$ cat src/rtl/i2c_arb_pkg.sv
// rtl/i2c_arb_pkg.sv - shared types and constants for the I2C master arbiter
package i2c_arb_pkg;

  localparam int TO_W         = 16;
  localparam int NREQ_DEFAULT = 4;

  typedef enum logic [1:0] {
    IDLE      = 2'd0,
    ISSUE     = 2'd1,
    WAIT_BUSY = 2'd2,
    WAIT_DONE = 2'd3
  } state_t;

  // One-hot decode of a requester index; callers truncate to their width.
  function automatic logic [7:0] onehot8(input logic [2:0] idx);
    return 8'b1 << idx;
  endfunction

endpackage

$ cat src/rtl/rr_select.sv
// rtl/rr_select.sv - combinational round-robin winner selection
module rr_select #(
  parameter int N = 4
) (
  input  logic [N-1:0] req_i,
  input  logic [2:0]   last_i,
  output logic [2:0]   winner_o,
  output logic         valid_o
);

  logic [7:0] req_pad;
  logic [2:0] idx;

  // Scan from farthest to nearest offset so the requester just after last_i wins.
  always_comb begin
    req_pad          = '0;
    req_pad[N-1:0]   = req_i;
    winner_o         = '0;
    valid_o          = 1'b0;
    idx              = '0;
    for (int i = N; i >= 1; i--) begin
      idx = 3'((int'(last_i) + i) % N);
      if (req_pad[idx]) begin
        winner_o = idx;
        valid_o  = 1'b1;
      end
    end
  end

endmodule

$ cat src/rtl/i2c_master_arbiter.sv
// rtl/i2c_master_arbiter.sv - round-robin arbiter in front of a single I2C master
module i2c_master_arbiter
  import i2c_arb_pkg::*;
#(
  parameter int              NREQ    = NREQ_DEFAULT,
  parameter logic [TO_W-1:0] TIMEOUT = 16'hFFFF
) (
  input  logic              clk,
  input  logic              rst,
  input  logic [NREQ-1:0]   req_valid,
  input  logic [7*NREQ-1:0] req_addr,
  input  logic [8*NREQ-1:0] req_data,
  input  logic [NREQ-1:0]   req_rw,
  output logic [NREQ-1:0]   req_accept,
  output logic [NREQ-1:0]   req_done,
  output logic              rsp_err,
  output logic [7:0]        rsp_data,
  output logic [6:0]        m_addr,
  output logic [7:0]        m_data,
  output logic              m_rw,
  output logic              m_enable,
  input  logic              m_ready,
  input  logic [7:0]        m_data_out,
  output logic              busy,
  output logic [2:0]        grant_id
);

  state_t            state_q, state_d;
  logic [2:0]        grant_q, grant_d;
  logic [6:0]        addr_q, addr_d;
  logic [7:0]        data_q, data_d;
  logic              rw_q, rw_d;
  logic              en_q, en_d;
  logic [NREQ-1:0]   acc_q, acc_d;
  logic [NREQ-1:0]   done_q, done_d;
  logic              err_q, err_d;
  logic [7:0]        rdata_q, rdata_d;
  logic [TO_W-1:0]   tmo_q, tmo_d, tmo_inc;
  logic [2:0]        win;
  logic              win_valid;

  // Requester fields padded to 8 entries so a 3-bit grant indexes them directly.
  logic [6:0] addr_arr [8];
  logic [7:0] data_arr [8];
  logic [7:0] rw_pad;

  for (genvar g = 0; g < 8; g++) begin : g_slice
    if (g < NREQ) begin : g_used
      assign addr_arr[g] = req_addr[7*g +: 7];
      assign data_arr[g] = req_data[8*g +: 8];
      assign rw_pad[g]   = req_rw[g];
    end else begin : g_pad
      assign addr_arr[g] = '0;
      assign data_arr[g] = '0;
      assign rw_pad[g]   = 1'b0;
    end
  end

  rr_select #(.N(NREQ)) u_rr (
    .req_i    (req_valid),
    .last_i   (grant_q),
    .winner_o (win),
    .valid_o  (win_valid)
  );

  // Handshake counter saturates so a huge TIMEOUT can never wrap back to zero.
  assign tmo_inc = (tmo_q == '1) ? tmo_q : tmo_q + 16'd1;

  // Next-state and registered-output decisions for the handshake FSM.
  always_comb begin
    state_d = state_q;
    grant_d = grant_q;
    addr_d  = addr_q;
    data_d  = data_q;
    rw_d    = rw_q;
    en_d    = en_q;
    acc_d   = '0;
    done_d  = '0;
    err_d   = err_q;
    rdata_d = rdata_q;
    tmo_d   = tmo_q;
    unique case (state_q)
      IDLE: begin
        if (m_ready && win_valid) begin
          addr_d  = addr_arr[win];
          data_d  = data_arr[win];
          rw_d    = rw_pad[win];
          acc_d   = NREQ'(onehot8(win));
          grant_d = win;
          state_d = ISSUE;
        end
      end
      ISSUE: begin
        en_d    = 1'b1;
        tmo_d   = '0;
        state_d = WAIT_BUSY;
      end
      WAIT_BUSY: begin
        tmo_d = tmo_inc;
        if (!m_ready) begin
          en_d    = 1'b0;
          state_d = WAIT_DONE;
        end else if (tmo_inc >= TIMEOUT) begin
          en_d    = 1'b0;
          done_d  = NREQ'(onehot8(grant_q));
          err_d   = 1'b1;
          rdata_d = '0;
          state_d = IDLE;
        end
      end
      WAIT_DONE: begin
        tmo_d = tmo_inc;
        if (m_ready) begin
          done_d  = NREQ'(onehot8(grant_q));
          err_d   = 1'b0;
          rdata_d = m_data_out;
          state_d = IDLE;
        end else if (tmo_inc >= TIMEOUT) begin
          en_d    = 1'b0;
          done_d  = NREQ'(onehot8(grant_q));
          err_d   = 1'b1;
          rdata_d = '0;
          state_d = IDLE;
        end
      end
      default: state_d = IDLE;
    endcase
  end

  // State and output registers; reset abandons any transaction silently.
  always_ff @(posedge clk or posedge rst) begin
    if (rst) begin
      state_q <= IDLE;
      grant_q <= 3'(NREQ - 1);
      addr_q  <= '0;
      data_q  <= '0;
      rw_q    <= 1'b0;
      en_q    <= 1'b0;
      acc_q   <= '0;
      done_q  <= '0;
      err_q   <= 1'b0;
      rdata_q <= '0;
      tmo_q   <= '0;
    end else begin
      state_q <= state_d;
      grant_q <= grant_d;
      addr_q  <= addr_d;
      data_q  <= data_d;
      rw_q    <= rw_d;
      en_q    <= en_d;
      acc_q   <= acc_d;
      done_q  <= done_d;
      err_q   <= err_d;
      rdata_q <= rdata_d;
      tmo_q   <= tmo_d;
    end
  end

  assign req_accept = acc_q;
  assign req_done   = done_q;
  assign rsp_err    = err_q;
  assign rsp_data   = rdata_q;
  assign m_addr     = addr_q;
  assign m_data     = data_q;
  assign m_rw       = rw_q;
  assign m_enable   = en_q;
  assign busy       = (state_q != IDLE);
  assign grant_id   = grant_q;

endmodule

$ cat config.mk
export PLATFORM = sky130hd
export DESIGN_NAME = i2c_master_arbiter
export DESIGN_NICKNAME = d
export VERILOG_FILES = /design/src/rtl/i2c_arb_pkg.sv /design/src/rtl/rr_select.sv /design/src/rtl/i2c_master_arbiter.sv
export SDC_FILE = /design/constraint.sdc
export NUM_CORES = 1
export LEC_CHECK = 0
export BUFFER_PORTS_ARGS = -buffer_cell sky130_fd_sc_hd__buf_4
export CORE_ASPECT_RATIO = 1.75
export CORE_MARGIN = 1.5
export CORE_UTILIZATION = 46
export CTS_CLUSTER_DIAMETER = 80
export DETAILED_ROUTE_END_ITERATION = 12
export PLACE_DENSITY_LB_ADDON = 0.25
export SLEW_MARGIN = 20
export SYNTH_ARGS = -nofsm -noshare
export SYNTH_HDL_FRONTEND = slang
export SYNTH_SLANG_ARGS = --single-unit
$ cat constraint.sdc
create_clock -name clk -period 2.8 [get_ports clk]
set_input_delay 0.14 -clock clk [delete_from_list [all_inputs] [get_ports clk]]
set_output_delay 0.14 -clock clk [all_outputs]
set_load 0.05 [all_outputs]
==> results.sh, run 1 <==
export IMPL_status="finished clean"
export IMPL_critPathMaxStageDelay_ns=0.51
export IMPL_wire_per_inst_um=17.5
export IMPL_cts_root_buffer="clkbuf_16"
export IMPL_maxSlewViolCount=0
export IMPL_endpoint_kind="flop"
export IMPL_initial_core_util=0.475
export IMPL_power_mw=4.93
export IMPL_detailed_place_hpwl_mm=7.70
export IMPL_dr_pass1_iters=4
export IMPL_diodes=0
export IMPL_area_growth_pct=36.7
export IMPL_synth_edf_count=0
export IMPL_instances_no_fill=582
export IMPL_r2r_start="tmo_q[1]"
export IMPL_seq_area_mm2=0.00135
export IMPL_gr_total_overflow=0
export IMPL_setup_worst_path_start_class="flop"
export IMPL_crit_chain="ha_1, buf_4, o32ai_1, o2111ai_1, a211o_1, or2_1, or4_1, a21oi_1"
export IMPL_synth_async_reset_ratio=1.00
export IMPL_grt_pass1_wl_mm=16.7
export IMPL_grt_setup_unrepaired="no"
export IMPL_critPathRequiredTime_ns=3.02
export IMPL_n_fill_cell=653
export IMPL_vias=3478
export IMPL_worstHoldStart="m_data_out[6]"
export IMPL_holdPathStages=3
export IMPL_drive_above_1_share=0.407
export IMPL_antenna_found_initial=0
export IMPL_rows=42
export IMPL_fin_worst_skew_ns=0.00279
export IMPL_drc=0
export IMPL_clock_sinks=54
export IMPL_die_w_um=69.6
export IMPL_setup_viol=0
export IMPL_drt_initial_drc_count=166
export IMPL_rr_worst_depth=8
export IMPL_syn_num_nets=455
export IMPL_io_buffers=115
export IMPL_multi_input_area_mm2=0.00210
export IMPL_grt_pass1_vias=3564
export IMPL_syn_inst=371
export IMPL_design_core_area_mm2=0.00751
export IMPL_fin_crit_sh=0.977
export IMPL_grt_util_all_layers=0.252
export IMPL_routed_wl_mm=10.2
export IMPL_grt_max_degree=37
export IMPL_yosysUniqueCellTypes=58
export IMPL_min_to="rsp_data[6]"
export IMPL_clkTransAtPathRegs_ns=0.07
export IMPL_hp_class="in2reg"
export IMPL_slew_headroom=0.515
export IMPL_critPathLaunch="tmo_q[1]"
export IMPL_vias_per_cell=5.98
export IMPL_final_antenna_net_count=0
export IMPL_clk_latency_ns=0.29
export IMPL_dieArea_mm2=0.00831
export IMPL_cp_slowest_cell="or4_1"
export IMPL_worst_pin_slew_ns=0.725
export IMPL_syn_avg_cell_area_um2=9.61
export IMPL_period_needed_ns=2.73
export IMPL_dp_slack_ns=0.0220
export IMPL_clockBufferDepth=2
export IMPL_hold_viol=0
export IMPL_cellPowerDensity_mw_per_mm2=1010
export IMPL_synthTopCellsByCount="52 x dfrtp_1, 36 x nor2_1, 35 x mux2i_1"
export IMPL_fin_area_mm2=0.00487
export IMPL_synth_ff_type="dfrtp_1"
export IMPL_htree_num_levels=2
export IMPL_leakagePower_nw=2.24
export IMPL_synth_top_area_share=0.365
export IMPL_yosysWarnings=0
export IMPL_peakVddDrop_mv=0.814
export IMPL_place_gp_congestion=0.914
export IMPL_cap_violations=0
export IMPL_crit_arrival_ns=2.96
export IMPL_synth_top_area_cell="dfrtp_1"
export IMPL_cts_buffers_inserted=5
export IMPL_reg2reg_to="rsp_err"
export IMPL_cts_tree="built"
export IMPL_max_freq_mhz=366
export IMPL_ys_seq_area_frac=0.380
export IMPL_syn_cell_area_mm2=0.00357
export IMPL_dpl_cell_area_mm2=0.00464
export IMPL_yosysMostFrequentCell="dfrtp_1"
export IMPL_critPathMaxFanout=12
export IMPL_ios=117
export IMPL_ys_seq_elements=54
export IMPL_die_y_um=119
export IMPL_layout_setup_ws_ns=0.0656
export IMPL_timing_reg2reg_setup_slack_ns=0.07
export IMPL_synth_area_top_cells="dfrtp_1 36%, mux2i_1 9.8%, mux2_2 7.6%"
export IMPL_worstSetupPathType="reg2reg"
export IMPL_placed_cells=570
export IMPL_fin_nets=577
-- cell type report --
type	instances	area share
multi-input combinational	275	0.432
clock inverter	1	0.00103
timing repair buffer	143	0.227
clock buffer	7	0.0293
inverter	14	0.0108
tap	88	0.0226
sequential	54	0.278
-- cell usage in the layout (no fill, tap or decap), drive strengths merged, types with 10 or more instances in the layout --
cell / synthesis / layout
mux2i: 35 / 35
nor2: 36 / 36
dfrtp: 52 / 52
buf: 9 / 142
and3: 11 / 11
inv: 13 / 13
nand2: 29 / 29
mux2: 24 / 24
nand3: 10 / 10
o21ai: 19 / 19
-- worst max path at each step --
stage | cells after the start | to
3_5_place_dp | 9 | req_done[0]
5_1_grt | 8 | rsp_err
6_report | 8 | rsp_err
2_1_floorplan | 8 | m_addr[1]
3_3_place_gp | 8 | req_done[3]
4_1_cts | 9 | req_done[0]
-- registers in the layout, summed over array words and instances (netlist names) --
signal,flops
grant_id,2
m_addr,7
rsp_err,1
rsp_data,8
req_accept,4
tmo_q,16
m_rw,1
req_done,4
m_data,8
m_enable,1
state_q,2
-- what timing repair did --
| item | 4_1_cts | 5_1_grt |
|---|---|---|
| setup buffers | 0 | 3 |
| hold endpoints to repair | 18 | 0 |
| gates resized for setup | 0 | 11 |
| setup endpoints to repair | 0 | 20 |
| hold buffers | 1 | 0 |
-- worst max-delay path: cells and delay by family, from the launching register on --
family                   cells  cell delay [ns]
AND/OR/NAND/NOR              2             0.73
buffers and inverters        1             0.20
AO/OA/AOI/OAI                4             1.09
adder cells (fa/ha/maj)      1             0.24
flip-flops                   1             0.41
-- power by group --
group          internal (mW)  switching [mW]  total (mW)
logic                   1.22            1.81        3.03
clock network          0.355           0.279       0.634
registers               1.04           0.225        1.27
-- stage by stage --
step	hold WS (ns)	util	TNS, ns
5_1_grt	0.0782	0.649	0
6_report	0.0726	0.649	0
2_1_floorplan	0.275	-	-0.0473
3_5_place_dp	0.182	0.618	0
4_1_cts	0.0704	0.639	0
3_3_place_gp	0.175	0.618	0
-- logic make-up (layout without fill, tap and decap cells) --
kind of cell | after synthesis | in the layout | synth area share
simple gates | 118 | 118 | 0.180
compound gates | 86 | 86 | 0.176
mux | 60 | 60 | 0.180
flops | 54 | 54 | 0.380
buf+inv | 42 | 165 | 0.0530
fa+ha+maj | 5 | 5 | 0.0175
xor+xnor | 5 | 5 | 0.0123
other cells | 1 | 1 | 0.00105
-- routing by layer --
metal,routed length [um],track usage,vias to the layer above,part of all wire
li1,-,-,1628,-
met1,3640,0.262,1677,0.36
met2,5610,0.476,143,0.55
met3,534,0.0440,30,0.052
met4,434,0.123,0,0.043
met5,0,0,-,0
No activity file was read; power rests on OpenSTA's default activity.
==> run 2: changes to the inputs <==
==> constraint.sdc (replaced) <==
create_clock -name clk -period 2.8 [get_ports clk]
set_input_delay 0.28 -clock clk [delete_from_list [all_inputs] [get_ports clk]]
set_output_delay 0.28 -clock clk [all_outputs]
set_load 0.05 [all_outputs]
==> results.sh, run 2 (same netlist as run 1, synthesis figures left out) <==
export IMPL_die_w_um=69.6
export IMPL_maxSlewViolCount=0
export IMPL_vias_per_cell=5.98
export IMPL_layout_common_cells="139 x buf_4, 52 x dfrtp_1, 36 x nor2_1"
export IMPL_crit_arrival_ns=2.95
export IMPL_cellPowerDensity_mw_per_mm2=1010
export IMPL_ios=117
export IMPL_wire_per_inst_um=17.5
export IMPL_vias=3474
export IMPL_placed_cells=570
export IMPL_critPathBufInv=1
export IMPL_status="finished, violations left"
export IMPL_routed_wl_mm=10.2
export IMPL_worstSetupPathType="reg2reg"
export IMPL_power_mw=4.92
export IMPL_clkTransAtPathRegs_ns=0.07
export IMPL_critPathRequiredTime_ns=3.02
export IMPL_hp_class="in2async"
export IMPL_cap_violations=0
export IMPL_fin_crit_sh=0.975
export IMPL_cp_slowest_cell="or4_1"
export IMPL_dieArea_mm2=0.00831
export IMPL_io_buffers=115
export IMPL_timing_hold_ws_ns=-0.00982
export IMPL_grt_pass1_wl_mm=16.6
export IMPL_regMostFlops="tmo_q"
export IMPL_grt_pass1_vias=3562
export IMPL_initial_core_util=0.475
export IMPL_grt_max_degree=37
export IMPL_clock_sinks=54
export IMPL_largest_reg_flops=16
export IMPL_fin_util=0.647
export IMPL_gr_total_overflow=0
export IMPL_clk_latency_ns=0.29
export IMPL_die_y_um=119
export IMPL_critPathMaxStageDelay_ns=0.51
export IMPL_setup_viol=0
export IMPL_instances_no_fill=581
export IMPL_endpoint_kind="flop"
export IMPL_design_core_area_mm2=0.00751
export IMPL_diodes=0
export IMPL_grt_util_all_layers=0.252
export IMPL_grt_setup_unrepaired="no"
export IMPL_period_needed_ns=2.73
export IMPL_detailed_place_hpwl_mm=7.70
export IMPL_fin_area_mm2=0.00486
export IMPL_crit_chain="ha_1, buf_4, o32ai_1, o2111ai_1, a211o_1, or2_1, or4_1, a21oi_1"
export IMPL_cts_root_buffer="clkbuf_16"
export IMPL_final_antenna_net_count=0
export IMPL_place_gp_congestion=0.914
export IMPL_dr_pass1_iters=4
export IMPL_peakVddDrop_mv=0.771
export IMPL_slew_headroom=0.522
export IMPL_n_fill_cell=655
export IMPL_final_common_cell="buf_4"
export IMPL_drt_initial_drc_count=171
export IMPL_setup_worst_path_start_class="flop"
export IMPL_violations="hold timing"
export IMPL_dpl_cell_area_mm2=0.00464
export IMPL_fin_nets=576
export IMPL_htree_num_levels=2
export IMPL_worst_pin_slew_ns=0.714
export IMPL_antenna_found_initial=0
export IMPL_fin_worst_skew_ns=0.00293
export IMPL_area_growth_pct=36.4
export IMPL_leakagePower_nw=2.24
export IMPL_cts_buffers_inserted=5
export IMPL_rows=42
export IMPL_max_freq_mhz=366
export IMPL_hold_viol=17
export IMPL_critPathMaxFanout=12
export IMPL_crit_family="compound AO/OA/AOI/OAI gates"
export IMPL_drc=0
export IMPL_drive_above_1_share=0.408
export IMPL_cts_tree="built"
export IMPL_clockBufferDepth=2
-- run 2: cell types whose count changed in the layout (fill, tap and decap cells not counted) --
cell | previous run | this run
dlygate4sd3_1 | 1 | 0
-- run 2: per-stage QoR --
step           worst slack (ns)  TNS (ns)
6_report                 0.0698         0
5_1_grt                 0.00880         0
4_1_cts                  0.0116         0
3_5_place_dp             0.0220         0
3_3_place_gp              0.146         0
2_1_floorplan          -0.00676   -0.0473
-- run 2: what timing repair did --
item / 4_1_cts / 5_1_grt
buffers inserted: 0 / 3
endpoints found under the hold margin: 0 / 0
resized for setup: 0 / 11
setup endpoints to repair: 0 / 20
hold buffers: 0 / 0
-- run 2: path summary, 6_finish.rpt --
check	slack [ns]	cells past startpoint	from	to
min in group clk	0.21	3	m_data_out[6]	rsp_data[6]
max in group asynchronous	1.95	3	rst	grant_id[1]
setup / recovery	0.07	8	tmo_q[1]	rsp_err
hold reg to reg	0.51	2	m_addr[1]	m_addr[1]
hold / removal	-0.01	2	rst	m_addr[0]
setup reg to reg	0.07	8	tmo_q[1]	rsp_err
-- run 2: report_power, final --
part | internal [mW] | switching, mW | leakage, nW
logic | 1.22 | 1.80 | 1.50
clock network | 0.355 | 0.276 | 0.0739
registers | 1.04 | 0.225 | 0.661
total | 2.62 | 2.31 | 2.24
-- run 2: layer usage --
metal | global-route usage | vias up | part of all wire
met5 | 0 | - | 0
met4 | 0.123 | 0 | 0.044
met3 | 0.0440 | 34 | 0.048
met2 | 0.476 | 140 | 0.55
met1 | 0.260 | 1675 | 0.36
li1 | - | 1625 | -
-- run 2: layout make-up --
cell class / instances / area, um^2 / share of cell area
multi-input cells: 275 / 2100 / 0.433
flip-flops and latches: 54 / 1350 / 0.278
repair buffers: 142 / 1090 / 0.225
clock buffers: 7 / 143 / 0.0293
well taps: 88 / 110 / 0.0226
inverters: 14 / 52.6 / 0.0108
clock inverters: 1 / 5.00 / 0.00103
-- run 2: worst register-to-register path: cells and delay by family, from the launching register on --
family          cells  cell delay (ns)
compound gates      4             1.09
simple gates        2             0.73
flops               1             0.41
fa+ha+maj           1             0.24
buf+inv             1             0.20
